===== src/rtl/qrng_pkg.sv =====
// Shared definitions for the QRNG bit collector.
//   BYTE_W          : width of an assembled output byte
//   SAMPLE_DIV_DEF  : default clk cycles between raw samples
//   REP_LIMIT_DEF   : default repetition-count failure threshold
//   debias_state_e  : von Neumann pair state (first / second bit of a pair)
package qrng_pkg;
  localparam int BYTE_W         = 8;
  localparam int SAMPLE_DIV_DEF = 4;
  localparam int REP_LIMIT_DEF  = 16;

  typedef enum logic [0:0] {
    DB_FIRST  = 1'b0,
    DB_SECOND = 1'b1
  } debias_state_e;
endpackage


===== src/rtl/qrng_bit_collector_if.sv =====
// Byte output port of the QRNG bit collector (valid/ready).
//   out_data  : assembled random byte
//   out_valid : out_data holds an unconsumed byte
//   out_ready : consumer takes the byte when out_valid & out_ready
// master = collector side, slave = consumer side.
interface qrng_bit_collector_if;
  import qrng_pkg::*;

  logic [BYTE_W-1:0] out_data;
  logic              out_valid;
  logic              out_ready;

  modport master (output out_data, output out_valid, input out_ready);
  modport slave  (input out_data, input out_valid, output out_ready);
endinterface


===== src/rtl/qrng_debias.sv =====
// Von Neumann debiaser.
//   flush     : forces the pair state back to FIRST, dropping a stored bit
//   debias_en : 1 = pair-based debiasing, 0 = pass every raw sample through
//   raw_vld   : raw sample pulse, raw_bit : sampled value
//   acc_vld   : accepted-bit pulse, acc_bit : accepted value
module qrng_debias
  import qrng_pkg::*;
(
  input  logic clk,
  input  logic rst_n,
  input  logic flush,
  input  logic debias_en,
  input  logic raw_vld,
  input  logic raw_bit,
  output logic acc_vld,
  output logic acc_bit
);
  localparam logic [0:0] ST_FIRST  = DB_FIRST;
  localparam logic [0:0] ST_SECOND = DB_SECOND;

  logic [0:0] state_q, state_d;
  logic       stored_q, stored_d;

  always_comb begin
    state_d  = state_q;
    stored_d = stored_q;
    acc_vld  = 1'b0;
    acc_bit  = 1'b0;
    if (flush) begin
      state_d = ST_FIRST;
    end else if (!debias_en) begin
      // Pass-through; also drops a half-collected pair if debias was turned off.
      state_d = ST_FIRST;
      acc_vld = raw_vld;
      acc_bit = raw_bit;
    end else if (raw_vld) begin
      if (state_q == ST_FIRST) begin
        stored_d = raw_bit;
        state_d  = ST_SECOND;
      end else begin
        // 10 -> 1, 01 -> 0, equal pairs carry no entropy and are discarded.
        acc_vld = (raw_bit != stored_q);
        acc_bit = stored_q;
        state_d = ST_FIRST;
      end
    end
  end

  always_ff @(posedge clk or negedge rst_n) begin
    if (!rst_n) begin
      state_q  <= ST_FIRST;
      stored_q <= 1'b0;
    end else begin
      state_q  <= state_d;
      stored_q <= stored_d;
    end
  end
endmodule


===== src/rtl/qrng_bit_collector.sv =====
// QRNG bit collector: synchronizes a 1-bit random source, samples it every
// SAMPLE_DIV cycles, runs a repetition-count health test on raw samples,
// optionally von Neumann debiases, packs accepted bits MSB-first into bytes
// and presents them on a valid/ready port.
//   clk, rst_n  : clock, asynchronous active-low reset
//   en          : enable sampling and assembly
//   rnd_bit     : asynchronous random bit input
//   debias_en   : 1 = von Neumann debiasing
//   clear_flags : pulse, clears health_fail / overrun and the repetition count
//   bus         : byte output port (master side)
//   health_fail : sticky repetition-count failure
//   overrun     : sticky, a completed byte was dropped under backpressure
module qrng_bit_collector
  import qrng_pkg::*;
#(
  parameter int SAMPLE_DIV = SAMPLE_DIV_DEF,
  parameter int REP_LIMIT  = REP_LIMIT_DEF
) (
  input  logic                  clk,
  input  logic                  rst_n,
  input  logic                  en,
  input  logic                  rnd_bit,
  input  logic                  debias_en,
  input  logic                  clear_flags,
  qrng_bit_collector_if.master  bus,
  output logic                  health_fail,
  output logic                  overrun
);
  localparam int              DIV_W    = (SAMPLE_DIV > 1) ? $clog2(SAMPLE_DIV) : 1;
  localparam int              CNT_W    = $clog2(BYTE_W);
  localparam logic [DIV_W-1:0] DIV_LAST = DIV_W'(SAMPLE_DIV - 1);
  localparam logic [7:0]      REP_MAX  = 8'(REP_LIMIT);
  localparam logic [CNT_W-1:0] CNT_LAST = CNT_W'(BYTE_W - 1);

  logic              sync1_q, sync1_d, sync2_q, sync2_d;
  logic [DIV_W-1:0]  div_q, div_d;
  logic              prev_q, prev_d;
  logic [7:0]        rep_q, rep_d;
  logic              health_q, health_d;
  logic              ovr_q, ovr_d;
  logic [BYTE_W-1:0] shreg_q, shreg_d;
  logic [CNT_W-1:0]  bcnt_q, bcnt_d;
  logic [BYTE_W-1:0] data_q, data_d;
  logic              valid_q, valid_d;

  logic sample, new_fail, blocked, flush, raw_vld;
  logic acc_vld, acc_bit, complete, hs, ovr_new;

  qrng_debias u_debias (
    .clk       (clk),
    .rst_n     (rst_n),
    .flush     (flush),
    .debias_en (debias_en),
    .raw_vld   (raw_vld),
    .raw_bit   (sync2_q),
    .acc_vld   (acc_vld),
    .acc_bit   (acc_bit)
  );

  always_comb begin
    sync1_d = rnd_bit;
    sync2_d = sync1_q;

    sample = en && (div_q == DIV_LAST);
    if (!en || sample) div_d = '0;
    else               div_d = div_q + 1'b1;

    // Health test on raw samples; rep_q == 0 marks "no previous sample".
    rep_d    = rep_q;
    prev_d   = prev_q;
    new_fail = 1'b0;
    if (sample) begin
      prev_d = sync2_q;
      if (rep_q == 8'd0 || sync2_q != prev_q) rep_d = 8'd1;
      else if (rep_q != REP_MAX)              rep_d = rep_q + 8'd1;
      new_fail = (rep_d == REP_MAX);
    end else if (clear_flags) begin
      rep_d = 8'd0;
    end
    // A failure raised in the same cycle as clear_flags takes priority.
    health_d = new_fail | (health_q & ~clear_flags);

    // The failing sample itself is already rejected.
    blocked = health_q | new_fail;
    flush   = ~en | blocked;
    raw_vld = sample & ~blocked;

    shreg_d  = shreg_q;
    bcnt_d   = bcnt_q;
    complete = 1'b0;
    if (flush) begin
      bcnt_d = '0;
    end else if (acc_vld) begin
      shreg_d  = {shreg_q[BYTE_W-2:0], acc_bit};
      complete = (bcnt_q == CNT_LAST);
      bcnt_d   = complete ? '0 : bcnt_q + 1'b1;
    end

    // A same-cycle handshake frees the slot for the byte completing now.
    hs      = valid_q & bus.out_ready;
    data_d  = data_q;
    valid_d = valid_q;
    ovr_new = 1'b0;
    if (complete) begin
      if (!valid_q || hs) begin
        data_d  = shreg_d;
        valid_d = 1'b1;
      end else begin
        ovr_new = 1'b1;
      end
    end else if (hs) begin
      valid_d = 1'b0;
    end
    ovr_d = ovr_new | (ovr_q & ~clear_flags);
  end

  always_ff @(posedge clk or negedge rst_n) begin
    if (!rst_n) begin
      sync1_q  <= 1'b0;
      sync2_q  <= 1'b0;
      div_q    <= '0;
      prev_q   <= 1'b0;
      rep_q    <= 8'd0;
      health_q <= 1'b0;
      ovr_q    <= 1'b0;
      shreg_q  <= '0;
      bcnt_q   <= '0;
      data_q   <= '0;
      valid_q  <= 1'b0;
    end else begin
      sync1_q  <= sync1_d;
      sync2_q  <= sync2_d;
      div_q    <= div_d;
      prev_q   <= prev_d;
      rep_q    <= rep_d;
      health_q <= health_d;
      ovr_q    <= ovr_d;
      shreg_q  <= shreg_d;
      bcnt_q   <= bcnt_d;
      data_q   <= data_d;
      valid_q  <= valid_d;
    end
  end

  assign bus.out_data  = data_q;
  assign bus.out_valid = valid_q;
  assign health_fail   = health_q;
  assign overrun       = ovr_q;
endmodule


===== src/flat_wrapper.sv =====
// flat-port wrapper written by rule: the top's interface ports become plain ports
module qrng_bit_collector_flat import qrng_pkg::*;
#(
  parameter int SAMPLE_DIV = SAMPLE_DIV_DEF,
  parameter int REP_LIMIT  = REP_LIMIT_DEF
)
  (clk, rst_n, en, rnd_bit, debias_en, clear_flags, health_fail, overrun, bus_out_data, bus_out_valid, bus_out_ready);
  qrng_bit_collector_if bus_i ();
  input  logic clk;
  input  logic rst_n;
  input  logic en;
  input  logic rnd_bit;
  input  logic debias_en;
  input  logic clear_flags;
  output logic health_fail;
  output logic overrun;
  output wire logic [$bits(bus_i.out_data)-1:0] bus_out_data;
  output wire logic [$bits(bus_i.out_valid)-1:0] bus_out_valid;
  input wire logic [$bits(bus_i.out_ready)-1:0] bus_out_ready;
  assign bus_out_data = bus_i.out_data;
  assign bus_out_valid = bus_i.out_valid;
  assign bus_i.out_ready = bus_out_ready;
  qrng_bit_collector #(.SAMPLE_DIV(SAMPLE_DIV), .REP_LIMIT(REP_LIMIT)) u_core (.clk(clk), .rst_n(rst_n), .en(en), .rnd_bit(rnd_bit), .debias_en(debias_en), .clear_flags(clear_flags), .bus(bus_i), .health_fail(health_fail), .overrun(overrun));
endmodule

===== config.mk =====
export PLATFORM = sky130hd
export DESIGN_NAME = qrng_bit_collector_flat
export DESIGN_NICKNAME = d
export VERILOG_FILES = /design/src/rtl/qrng_pkg.sv /design/src/rtl/qrng_bit_collector_if.sv /design/src/rtl/qrng_debias.sv /design/src/rtl/qrng_bit_collector.sv /design/src/flat_wrapper.sv
export SDC_FILE = /design/constraint.sdc
export NUM_CORES = 1
export LEC_CHECK = 0
export CAP_MARGIN = 20
export CORE_UTILIZATION = 30
export DETAILED_ROUTE_END_ITERATION = 7
export SYNTH_ARGS = -nofsm -noshare
export SYNTH_HDL_FRONTEND = slang
export SYNTH_HIERARCHICAL = 1
export SYNTH_SLANG_ARGS = --single-unit

===== constraint.sdc =====
create_clock -name clk -period 7.1 [get_ports clk]
set_clock_uncertainty 0.15 [all_clocks]
set_input_delay 1.42 -clock clk [delete_from_list [all_inputs] [get_ports clk]]
set_output_delay 1.42 -clock clk [all_outputs]
set_load 0.01 [all_outputs]

# After elaboration in Yosys (flattened, before gate mapping)
# Index checks and enable logic that the tools add are counted.
[classes]
n_eq_ne = 8
add_sub_neg = 3
bitwise = 13
n_reduce_logical = 13
n_mux = 30
[ops]
columns = ["operator", "n"]
rows = [
  ["8-bit two-way mux", 7],
  ["1-bit two-way mux", 19],
  ["3-bit two-way mux", 3],
  ["8-bit by 1-bit adder with 8-bit output (second input constant)", 1],
  ["8-bit by 5-bit equality test with 1-bit output (second input constant)", 1],
  ["8-bit zero test", 1],
  ["8-bit by 5-bit != test with 1-bit output (second input constant)", 1],
  ["2-bit nonzero test", 3],
  ["1-bit inverter", 5],
  ["1-bit bitwise AND", 4],
  ["1-bit OR", 4],
  ["2-bit AND reduction", 2],
  ["4-bit AND reduction", 1],
  ["3-bit by 1-bit adder with 3-bit output (second input constant)", 1],
  ["3-bit equality test (second input constant)", 1],
  ["1-bit logical OR", 3],
  ["3-bit by 1-bit != test with 1-bit output (second input constant)", 1],
  ["2-bit by 1-bit adder with 2-bit output (second input constant)", 1],
  ["2-bit equality test (second input constant)", 1],
  ["1-bit zero test", 2],
  ["2-bit two-way mux", 1],
  ["1-bit != test", 2],
  ["2-bit != test (second input constant)", 1],
  ["1-bit logical AND", 1],
]
[totals]
input_bits = 7
regBits = 37
out_inout_bits = 11
word_cells = 80

# Depth between registers and ports, before layout
# Gate-level depths: netlist (run 1).
[depth]
word_depth = 16
depth_mapped = 16
ltp_nobuf = 14

# Cells and area by module
# The synthesis (run 1) kept the hierarchy.
[modules_own_cells]
columns = ["module", "cells_each", "instances", "area_per_inst_um2"]
rows = [
  ["qrng_bit_collector", 144, 1, 1649.1],
  ["qrng_debias", 13, 1, 140.1],
]

# Worst setup path after synthesis (run 1)
# Ideal clock, no wire load.
[synth_path]
path_kind = "input-to-reg"
from = "in en"
to = "reg u_core.data_q[7], in the netlist u_core/bus.out_data[7]"
setup_time_ns = 0.128
cell_stages = 13
t_arrival_ns = 3.754
path_slack_ns = 3.069
path_buffers = 1
path_cell_list = "nand2_1 > or2_2 > nor4_4 > o2111ai_4 > nand2_1 > nor2_1 > inv_1 > o32ai_1 > clkbuf_1 > nand2_1 > nor2b_1 > nand3_4 > mux2_1"
[synth_rtl]
columns = ["element", "line", "text"]
rows = [
  ["start, declared", "flat_wrapper.sv:11", "input logic en;"],
  ["1-bit logical AND", "qrng_bit_collector.sv:64", "sample = en && (div_q == DIV_LAST);"],
  ["1-bit two-way mux", "qrng_bit_collector.sv:72", "if (sample) begin"],
  ["1-bit OR", "qrng_bit_collector.sv:84", "blocked = health_q | new_fail;"],
  ["1-bit OR *", "qrng_bit_collector.sv:85", "flush = ~en | blocked;"],
  ["named net u_core.flush", "qrng_bit_collector.sv:46", "logic sample, new_fail, blocked, flush, raw_vld;"],
  ["1-bit two-way mux *", "qrng_debias.sv:29", "if (flush) begin"],
  ["named net u_core.acc_vld", "qrng_bit_collector.sv:47", "logic acc_vld, acc_bit, complete, hs, ovr_new;"],
  ["1-bit two-way mux", "qrng_bit_collector.sv:93", "end else if (acc_vld) begin"],
  ["1-bit two-way mux", "qrng_bit_collector.sv:91", "if (flush) begin"],
  ["2-bit AND reduction (no source line)", "--", ""],
  ["end signal, assigned", "qrng_bit_collector.sv:140", "data_q <= data_d;"],
  ["end, declared", "qrng_bit_collector.sv:43", "logic [BYTE_W-1:0] data_q, data_d;"],
]
# The timed path passes the listed nets; every way through them passes the cells marked *.
# A chain may end at the register's enable or synchronous reset.

# Worst setup path in the final report (run 1)
# Ends and elaborated chain as after synthesis.

==> flow_summary.ini, run 1 <==
[hold_path]
worstHoldPathType = flip-flop to flip-flop
worstHoldPathCells = 0

[synthesis]
ys_types = 41
synth.most_common_cell = dfrtp_1
synth_common_cells = dfrtp_1, mux2_2, nor2_1
ys_seq_area_share_pct = 50.3
synthTopCellsByArea = dfrtp_1, mux2_2, ha_1
synth_cells = 157
synth-main-ff-cell = dfrtp_1
synth-edff-count = 0
synth-seq-cells = 36
async_reset_ff_share_pct = 100
yosys_warnings = 6
netlist.area_leader.share_pct = 50.3
syn_nets = 169
yosysTopAreaCell = dfrtp_1
post_synth.cell_area_avg_um2 = 11.4
synth_area_mm2 = 0.00179

[route]
routed_wl_um = 3190
viasPerCell = 4.82
drc = 0
drt_first_iter_violations = 55
first_pass_iters = 4
final_antenna_net_count = 0
detail_route.wl_per_cell_um = 12.8
num_vias = 1200

[grt]
grt_start_max_net_pins = 37
overflow = 0
grtUsageTotal_pct = 11.6
grt_pass1_vias = 1123
antenna_found_initial = 0
grt_pass1_wl_um = 5520

[job]
maxCapViolCount = 0

[cts]
clk_pin_slew_ps = 80
numCtsBuffers = 5
cts.path.max_buffers = 2
cts_max_level = 2
cts_setup_buffers = 0
ctsResizeCount = 0
insertion_delay_ps = 280
cts.sinks = 36
clock_tree.root_cell = clkbuf_8
ctsHoldBuffers = 0
cts_tree = done

[placement]
io_buffers = 17
dp_hpwl_um = 2320
dp.cells = 241
gp_congestion = 0.805

[worst_setup_path]
cp-end-kind = flip-flop
arrival_ps = 4990
reg2reg_depth = 13
crit_type = primary input to flip-flop
start_kind = primary input
cp.required_ps = 7120
worstPathMaxFanout = 11

[power_and_ir_drop]
power.leakage_nw = 0.898
intPower_w = 0.000329
power.ir.vdd_worst_mv = 0.113
pwr-share-clk_pct = 41.8
pwr-share-seq_pct = 51.5
p_switching_w = 0.0000922
power_density_mw_per_mm2 = 198
switching_share_pct = 21.9
pwr-share-comb_pct = 6.7
power_w = 0.000421

[floorplanning]
fp.dieW_um = 79.2
initial_core_util_pct = 31.7
fp.dieH_um = 79.2
io_pins = 18
fp.dieArea_mm2 = 0.00628
rows = 27
core_area_mm2 = 0.00564

[sta]
tightest_slew_ps = 1040
min_period_ps = 4970
final-hold-violation-count = 0
slew_viol_final = 0
setup_tns_ps = 0
max_freq_mhz = 201
rsz0062_at_grt = false
finalCritPeriodShare_pct = 70.0
slew_headroom_pct = 30.3
finalSetupViolCount = 0

[finish]
area_growth_pct = 18.7
layoutNonFillerInstCount = 249
nets = 188
fill_cells = 553
drive_gt1_share_pct = 16.9
final_core_util_pct = 37.7
multi_input_area_um2 = 835
seq_area_um2 = 901
diodes = 0

[run_status]
status = finished clean
==> worst paths after layout <==
kind                                              from                                  end  slack, ps
hold / removal                u_core/sync1_q$_DFF_PN0_             u_core/sync2_q$_DFF_PN0_        200
max in group asynchronous                        rst_n  u_core/u_debias/state_q$_DFFE_PN0P_       5210
setup reg to reg           u_core/rep_q[0]$_DFFE_PN0P_   u_core/bus.out_data[7]$_DFFE_PN0P_       2700
hold reg to reg               u_core/sync1_q$_DFF_PN0_             u_core/sync2_q$_DFF_PN0_        200
setup / recovery                                    en   u_core/bus.out_data[7]$_DFFE_PN0P_       2130
min in group asynchronous                        rst_n          u_core/rep_q[1]$_DFFE_PN0P_       1060
==> final cells by class <==
cell class | instances | share of cell area (%)
Clock inverter | 2 | 1.65
Timing Repair Buffer | 17 | 7.77
Inverter | 7 | 1.24
Tap cell | 72 | 4.24
Multi-Input combinational cell | 109 | 39.3
Clock buffer | 6 | 3.42
Sequential cell | 36 | 42.4
==> layout by cell type (no fill, tap or decap), drive strengths merged, types with 2 or more instances in the layout <==
master         count
a21oi              4
clkbuf             6
clkdlybuf4s50     16
dfrtp             36
ha                 5
inv                7
mux2              17
mux2i              2
nand2             12
nand2b             4
nand3              5
nand3b             2
nor2              13
nor2b              2
nor3               3
nor3b              2
o21ai             12
o32ai              2
or4                2
xnor2              5
xor2               2
==> logic make-up (layout without fill, tap and decap cells) <==
family                   Yosys count  after routing  synth area share [%]
AO/OA/AOI/OAI                     28             28                  11.1
AND/OR/NAND/NOR                   50             50                  16.6
XOR/XNOR                           7              7                  3.43
flip-flops                        36             36                  50.3
buffers and inverters             12             32                  3.01
multiplexers                      19             19                  12.0
adder cells (fa/ha/maj)            5              5                  3.50
==> state kept, by name, summed over array words and instances, names as in the netlist, 2 cells and up <==
signal and flops:
u_core/rep_q 8, u_core/bus.out_data 8, u_core/div_q 2, u_core/bcnt_q 3
u_core/shreg_q 7
==> per-stage QoR <==
step | hold slack [ps] | worst slack [ps] | cell area, µm²
global placement | 182 | 1950 | 2020
detailed placement | 187 | 1820 | 2020
global route | 224 | 1760 | 2120
floorplan | 181 | 3070 | 1790
CTS | 203 | 2100 | 2120
finish | 200 | 2130 | 2120
==> layer usage <==
metal | vias up | part of all wire [%] | global-route usage (%) | wire length [µm]
met5 | - | 0 | 0 | 0
met4 | 0 | 1.4 | 4.36 | 46
met3 | 5 | 3.2 | 3.22 | 103
met2 | 23 | 46 | 17.4 | 1460
met1 | 575 | 49 | 15.6 | 1570
li1 | 597 | - | - | -
==> worst max-delay path: stages <==
cell             delay, ps
clkdlybuf4s50_1        460
nand2_1                170
or2_2                  200
nor4_4                  70
o2111ai_4              120
nand2_1                270
nor2_1                 330
inv_1                   70
o32ai_1                900
nand2_1                190
nor2b_1                250
nand3_4                160
mux2_1                 360
==> power groups by stage <==
stage,combinational [W],sequential [W],clock (W)
floorplan,0.0000187,0.000219,0
global placement,0.0000286,0.000221,0
detailed placement,0.0000294,0.000221,0
CTS,0.0000292,0.000217,0.000183
global route,0.0000328,0.000218,0.000191
finish,0.0000283,0.000217,0.000176
Power figures use the tool's default switching activity.
==> inputs of run 2 (changes only) <==
Clock period 7.1 ns to 4 ns, I/O delays scaled along.
==> run 2 against run 1 <==
  * Non-clock buffer count increased by 4
  * Design area up 1.4%
  * Combinational power up 95%
  * Die area unchanged
  * Utilization up 0.53 points
  * Register-to-register slack worse by 2300 ps
  * First-iteration DRC count is 11% higher
  * Global-route usage rose by 0.13 points
  * Critical endpoint unchanged
==> flow_summary.ini, run 2 (synthesis results as in run 1) <==
[placement]
place_ws_ps = 197
io_buffers = 17
dp.cells = 245
dp_hpwl_um = 2400
gp_congestion = 0.792

[grt]
grtUsageTotal_pct = 11.7
grt_pass1_vias = 1126
overflow = 0
grt_start_max_net_pins = 37
antenna_found_initial = 0
grt_pass1_wl_um = 5610

[cts]
ctsHoldBuffers = 0
ctsResizeCount = 0
insertion_delay_ps = 280
cts.sinks = 36
cts.path.max_buffers = 2
clock_tree.root_cell = clkbuf_8
clk_pin_slew_ps = 70
cts_setup_buffers = 0
numCtsBuffers = 5
cts_tree = done
cts_max_level = 2

[finish]
seq_area_um2 = 901
mostFrequentLayoutCells = dfrtp_1, clkdlybuf4s50_1, mux2_2
layoutNonFillerInstCount = 253
area_growth_pct = 20.4
diodes = 0
multi_input_area_um2 = 835
nets = 192
final_core_util_pct = 38.2
layout_commonest_cell = dfrtp_1
fill_cells = 543
drive_gt1_share_pct = 18.8

[sta]
max_freq_mhz = 277
slew_viol_final = 0
finalCritPeriodShare_pct = 90.1
rsz0062_at_grt = false
min_period_ps = 3610
tightest_slew_ps = 794
final-hold-violation-count = 0
slew_headroom_pct = 47.0
layout_setup_ws_ps = 395
whs_ps = 200
finalSetupViolCount = 0
setup_tns_ps = 0

[power_and_ir_drop]
power.ir.vdd_worst_mv = 0.145
power.leakage_nw = 0.918
power_density_mw_per_mm2 = 349

[floorplanning]
fp.dieH_um = 79.2
initial_core_util_pct = 31.7
fp.dieW_um = 79.2
fp.dieArea_mm2 = 0.00628
io_pins = 18
rows = 27
core_area_mm2 = 0.00564

[worst_setup_path]
worstPathMaxFanout = 11
critPathMaxStageDelay_ps = 550
cp.required_ps = 4020
cp_common_cell = nand2_1
start_kind = flip-flop
arrival_ps = 3630
cp-end-kind = flip-flop
critPathSlowestCell = dfrtp_1
worstPathCellList = ha_1, nand2_1, nor3_1, nor4_4, o2111ai_4, nand2_1, nor2_1, inv_1, o32ai_1, nand2_1, nor2b_1, nand3_4, mux2_1
crit_type = flip-flop to flip-flop

[route]
drt_first_iter_violations = 61
num_vias = 1207
routed_wl_um = 3320
final_antenna_net_count = 0
first_pass_iters = 4
viasPerCell = 4.77
detail_route.wl_per_cell_um = 13.1
drc = 0

[run_status]
status = finished clean

[hold_path]
worstHoldPathType = flip-flop to flip-flop

[job]
maxCapViolCount = 0
run 2: cell types whose count changed in the layout (fill, tap and decap cells not counted):
cell | previous run | this run
buf_4 | 0 | 4
run 2: power by group:
part           total (W)  switching (W)  internal (W)
logic          0.0000551      0.0000298     0.0000253
registers       0.000385     0.00000966      0.000376
clock network   0.000312       0.000127      0.000185
total           0.000753       0.000167      0.000586
run 2: per-layer routing:
metal,GRT usage (%),vias to the layer above,wire [µm]
li1,-,599,-
met5,0,-,0
met2,17.0,17,1520
met4,4.36,0,38
met3,3.68,5,113
met1,16.1,586,1650
run 2: critical path, delay by kind of cell, from the launching register on:
family,cells,cell delay (ps)
AO/OA/AOI/OAI,2,460
adder cells (fa/ha/maj),1,340
buffers and inverters,1,70
flip-flops,1,550
multiplexers,1,340
AND/OR/NAND/NOR,8,1570
run 2: metrics by stage:
stage	power [W]	area (µm²)
2_1_floorplan	0.000422	1790
3_3_place_gp	0.000446	2050
3_5_place_dp	0.000448	2050
4_1_cts	0.000763	2150
5_1_grt	0.000789	2150
6_report	0.000753	2150
run 2: path summary, 6_finish.rpt:
check / startpoint / end / slack, ps / cells after the start
max reg2reg: u_core/rep_q[0]$_DFFE_PN0P_ / u_core/bus.out_data[7]$_DFFE_PN0P_ / 390 / 13
min: u_core/sync1_q$_DFF_PN0_ / u_core/sync2_q$_DFF_PN0_ / 200 / 0
max: u_core/rep_q[0]$_DFFE_PN0P_ / u_core/bus.out_data[7]$_DFFE_PN0P_ / 390 / 13
min reg2reg: u_core/sync1_q$_DFF_PN0_ / u_core/sync2_q$_DFF_PN0_ / 200 / 0
min in group asynchronous: rst_n / u_core/rep_q[1]$_DFFE_PN0P_ / 440 / 1
max in group asynchronous: rst_n / u_core/overrun$_DFF_PN0_ / 2740 / 1
run 2: area by class of cell:
class                      count  share of cell area, %
clock buffer                   6                   3.37
multi-input combinational    109                   38.7
timing repair buffer          21                   9.06
clock inverter                 2                   1.63
inverter                       7                   1.22
sequential                    36                   41.8
tap                           72                   4.18
==> inputs of run 3 (changes only) <==
Settings changed: MAX_ROUTING_LAYER set to met4.
==> run 3 against run 2 <==
  * Combinational power barely moved
  * Power barely moved
  * Register-to-register slack barely moved
  * Die area did not move
==> flow_summary.ini, run 3 (synthesis results as in run 1) <==
[hold_path]
worstHoldPathType = flip-flop to flip-flop
min_to = u_core/sync2_q$_DFF_PN0_
min_from = u_core/sync1_q$_DFF_PN0_
worstHoldPathCells = 0

[sta]
setup_tns_ps = 0
slew_headroom_pct = 47.0
finalCritPeriodShare_pct = 90.1
tightest_slew_ps = 794
max_freq_mhz = 277
rsz0062_at_grt = false
min_period_ps = 3610
slew_viol_final = 0
finalSetupViolCount = 0
final-hold-violation-count = 0

[route]
final_antenna_net_count = 0
drt_first_iter_violations = 61
detail_route.wl_per_cell_um = 13.1
first_pass_iters = 4
num_vias = 1207
drc = 0
viasPerCell = 4.77
routed_wl_um = 3320

[power_and_ir_drop]
pwr-share-clk_pct = 41.5
power_density_mw_per_mm2 = 349
p_switching_w = 0.000167
intPower_w = 0.000586
pwr-share-comb_pct = 7.3
power.ir.vdd_worst_mv = 0.145
switching_share_pct = 22.1
pwr-share-seq_pct = 51.2
power.leakage_nw = 0.918

[cts]
cts_setup_buffers = 0
cts.sinks = 36
insertion_delay_ps = 280
cts.path.max_buffers = 2
ctsHoldBuffers = 0
clock_tree.root_cell = clkbuf_8
cts_max_level = 2
ctsResizeCount = 0
clk_pin_slew_ps = 70
numCtsBuffers = 5
cts_tree = done

[finish]
diodes = 0
fill_cells = 543
drive_gt1_share_pct = 18.8
layoutNonFillerInstCount = 253
area_growth_pct = 20.4
nets = 192
mostFrequentLayoutCells = dfrtp_1, clkdlybuf4s50_1, mux2_2
layout_commonest_cell = dfrtp_1

[grt]
gr-usage-met2_pct = 17.0
met1_usage_pct = 16.1
busiest_layer = met2
grt_pass1_wl_um = 5610
overflow = 0
grtUsageTotal_pct = 12.0
grtUsageMet3_pct = 3.68
antenna_found_initial = 0
grt_pass1_vias = 1126
grt_start_max_net_pins = 37

[worst_setup_path]
cp-end-kind = flip-flop
rrSetupSlack_ps = 390
worstPathMaxFanout = 11
rr_endpoint = u_core/bus.out_data[7]$_DFFE_PN0P_
start_kind = flip-flop
reg2reg_depth = 13
crit_type = flip-flop to flip-flop
worstReg2RegStart = u_core/rep_q[0]$_DFFE_PN0P_
arrival_ps = 3630
cp.required_ps = 4020

[placement]
dp.cells = 245
dp_hpwl_um = 2400
io_buffers = 17
gp_congestion = 0.803

[floorplanning]
rows = 27
fp.dieH_um = 79.2
fp.dieW_um = 79.2
core_area_mm2 = 0.00564
io_pins = 18
initial_core_util_pct = 31.7
fp.dieArea_mm2 = 0.00628

[job]
maxCapViolCount = 0

[run_status]
status = finished clean
-- run 3: cell counts in the layout (fill, tap and decap cells not counted) --
No cell type changed its count.
-- run 3: power groups by stage --
stage	Combinational (W)	Clock [W]	Sequential, W
6_report	0.0000551	0.000312	0.000385
5_1_grt	0.0000621	0.000340	0.000387
4_1_cts	0.0000559	0.000322	0.000386
3_5_place_dp	0.0000558	0	0.000392
3_3_place_gp	0.0000541	0	0.000392
2_1_floorplan	0.0000332	0	0.000389
-- run 3: worst max path at each step --
stage | start | endpoint | slack (ps)
2_1_floorplan | u_core/rep_q[3]$_DFFE_PN0P_ | u_core/bus.out_data[7]$_DFFE_PN0P_ | 400
3_3_place_gp | en | u_core/bus.out_data[2]$_DFFE_PN0P_ | 330
5_1_grt | u_core/rep_q[0]$_DFFE_PN0P_ | u_core/bus.out_data[7]$_DFFE_PN0P_ | 70
6_report | u_core/rep_q[0]$_DFFE_PN0P_ | u_core/bus.out_data[7]$_DFFE_PN0P_ | 390
3_5_place_dp | en | u_core/bus.out_data[7]$_DFFE_PN0P_ | 200
4_1_cts | u_core/rep_q[0]$_DFFE_PN0P_ | u_core/bus.out_data[7]$_DFFE_PN0P_ | 360
-- run 3: layer usage --
layer  vias up  part of all wire (%)
met5         -                     0
met3         5                   3.4
met1       586                    50
li1        599                     -
met2        17                    46
met4         0                   1.1
-- run 3: cell type report --
cell class / instances / area (µm²) / area share (%)
Clock buffer: 6 / 72.6 / 3.37
Sequential cell: 36 / 901 / 41.8
Timing Repair Buffer: 21 / 195 / 9.06
Multi-Input combinational cell: 109 / 835 / 38.7
Inverter: 7 / 26.3 / 1.22
Tap cell: 72 / 90.1 / 4.18
Clock inverter: 2 / 35.0 / 1.63
-- run 3: through the flow --
stage / total power [W] / instance area (µm²) / worst slack [ps] / util [%] / hold WS, ps
after floorplan: 0.000422 / 1790 / 404 / - / 181
after global placement: 0.000446 / 2050 / 335 / 36.3 / 184
after detailed placement: 0.000448 / 2050 / 197 / 36.3 / 187
after CTS: 0.000763 / 2150 / 355 / 38.2 / 204
after global routing: 0.000789 / 2150 / 69.2 / 38.2 / 213
final: 0.000753 / 2150 / 395 / 38.2 / 200
-- run 3: critical path, cell delays in order, from the launching register on --
cell and delay, ps:
dfrtp_1 550, ha_1 340, nand2_1 100, nor3_1 360, nor4_4 70, o2111ai_4 120
nand2_1 190, nor2_1 300, inv_1 70, o32ai_1 340, nand2_1 150, nor2b_1 230
nand3_4 170, mux2_1 340
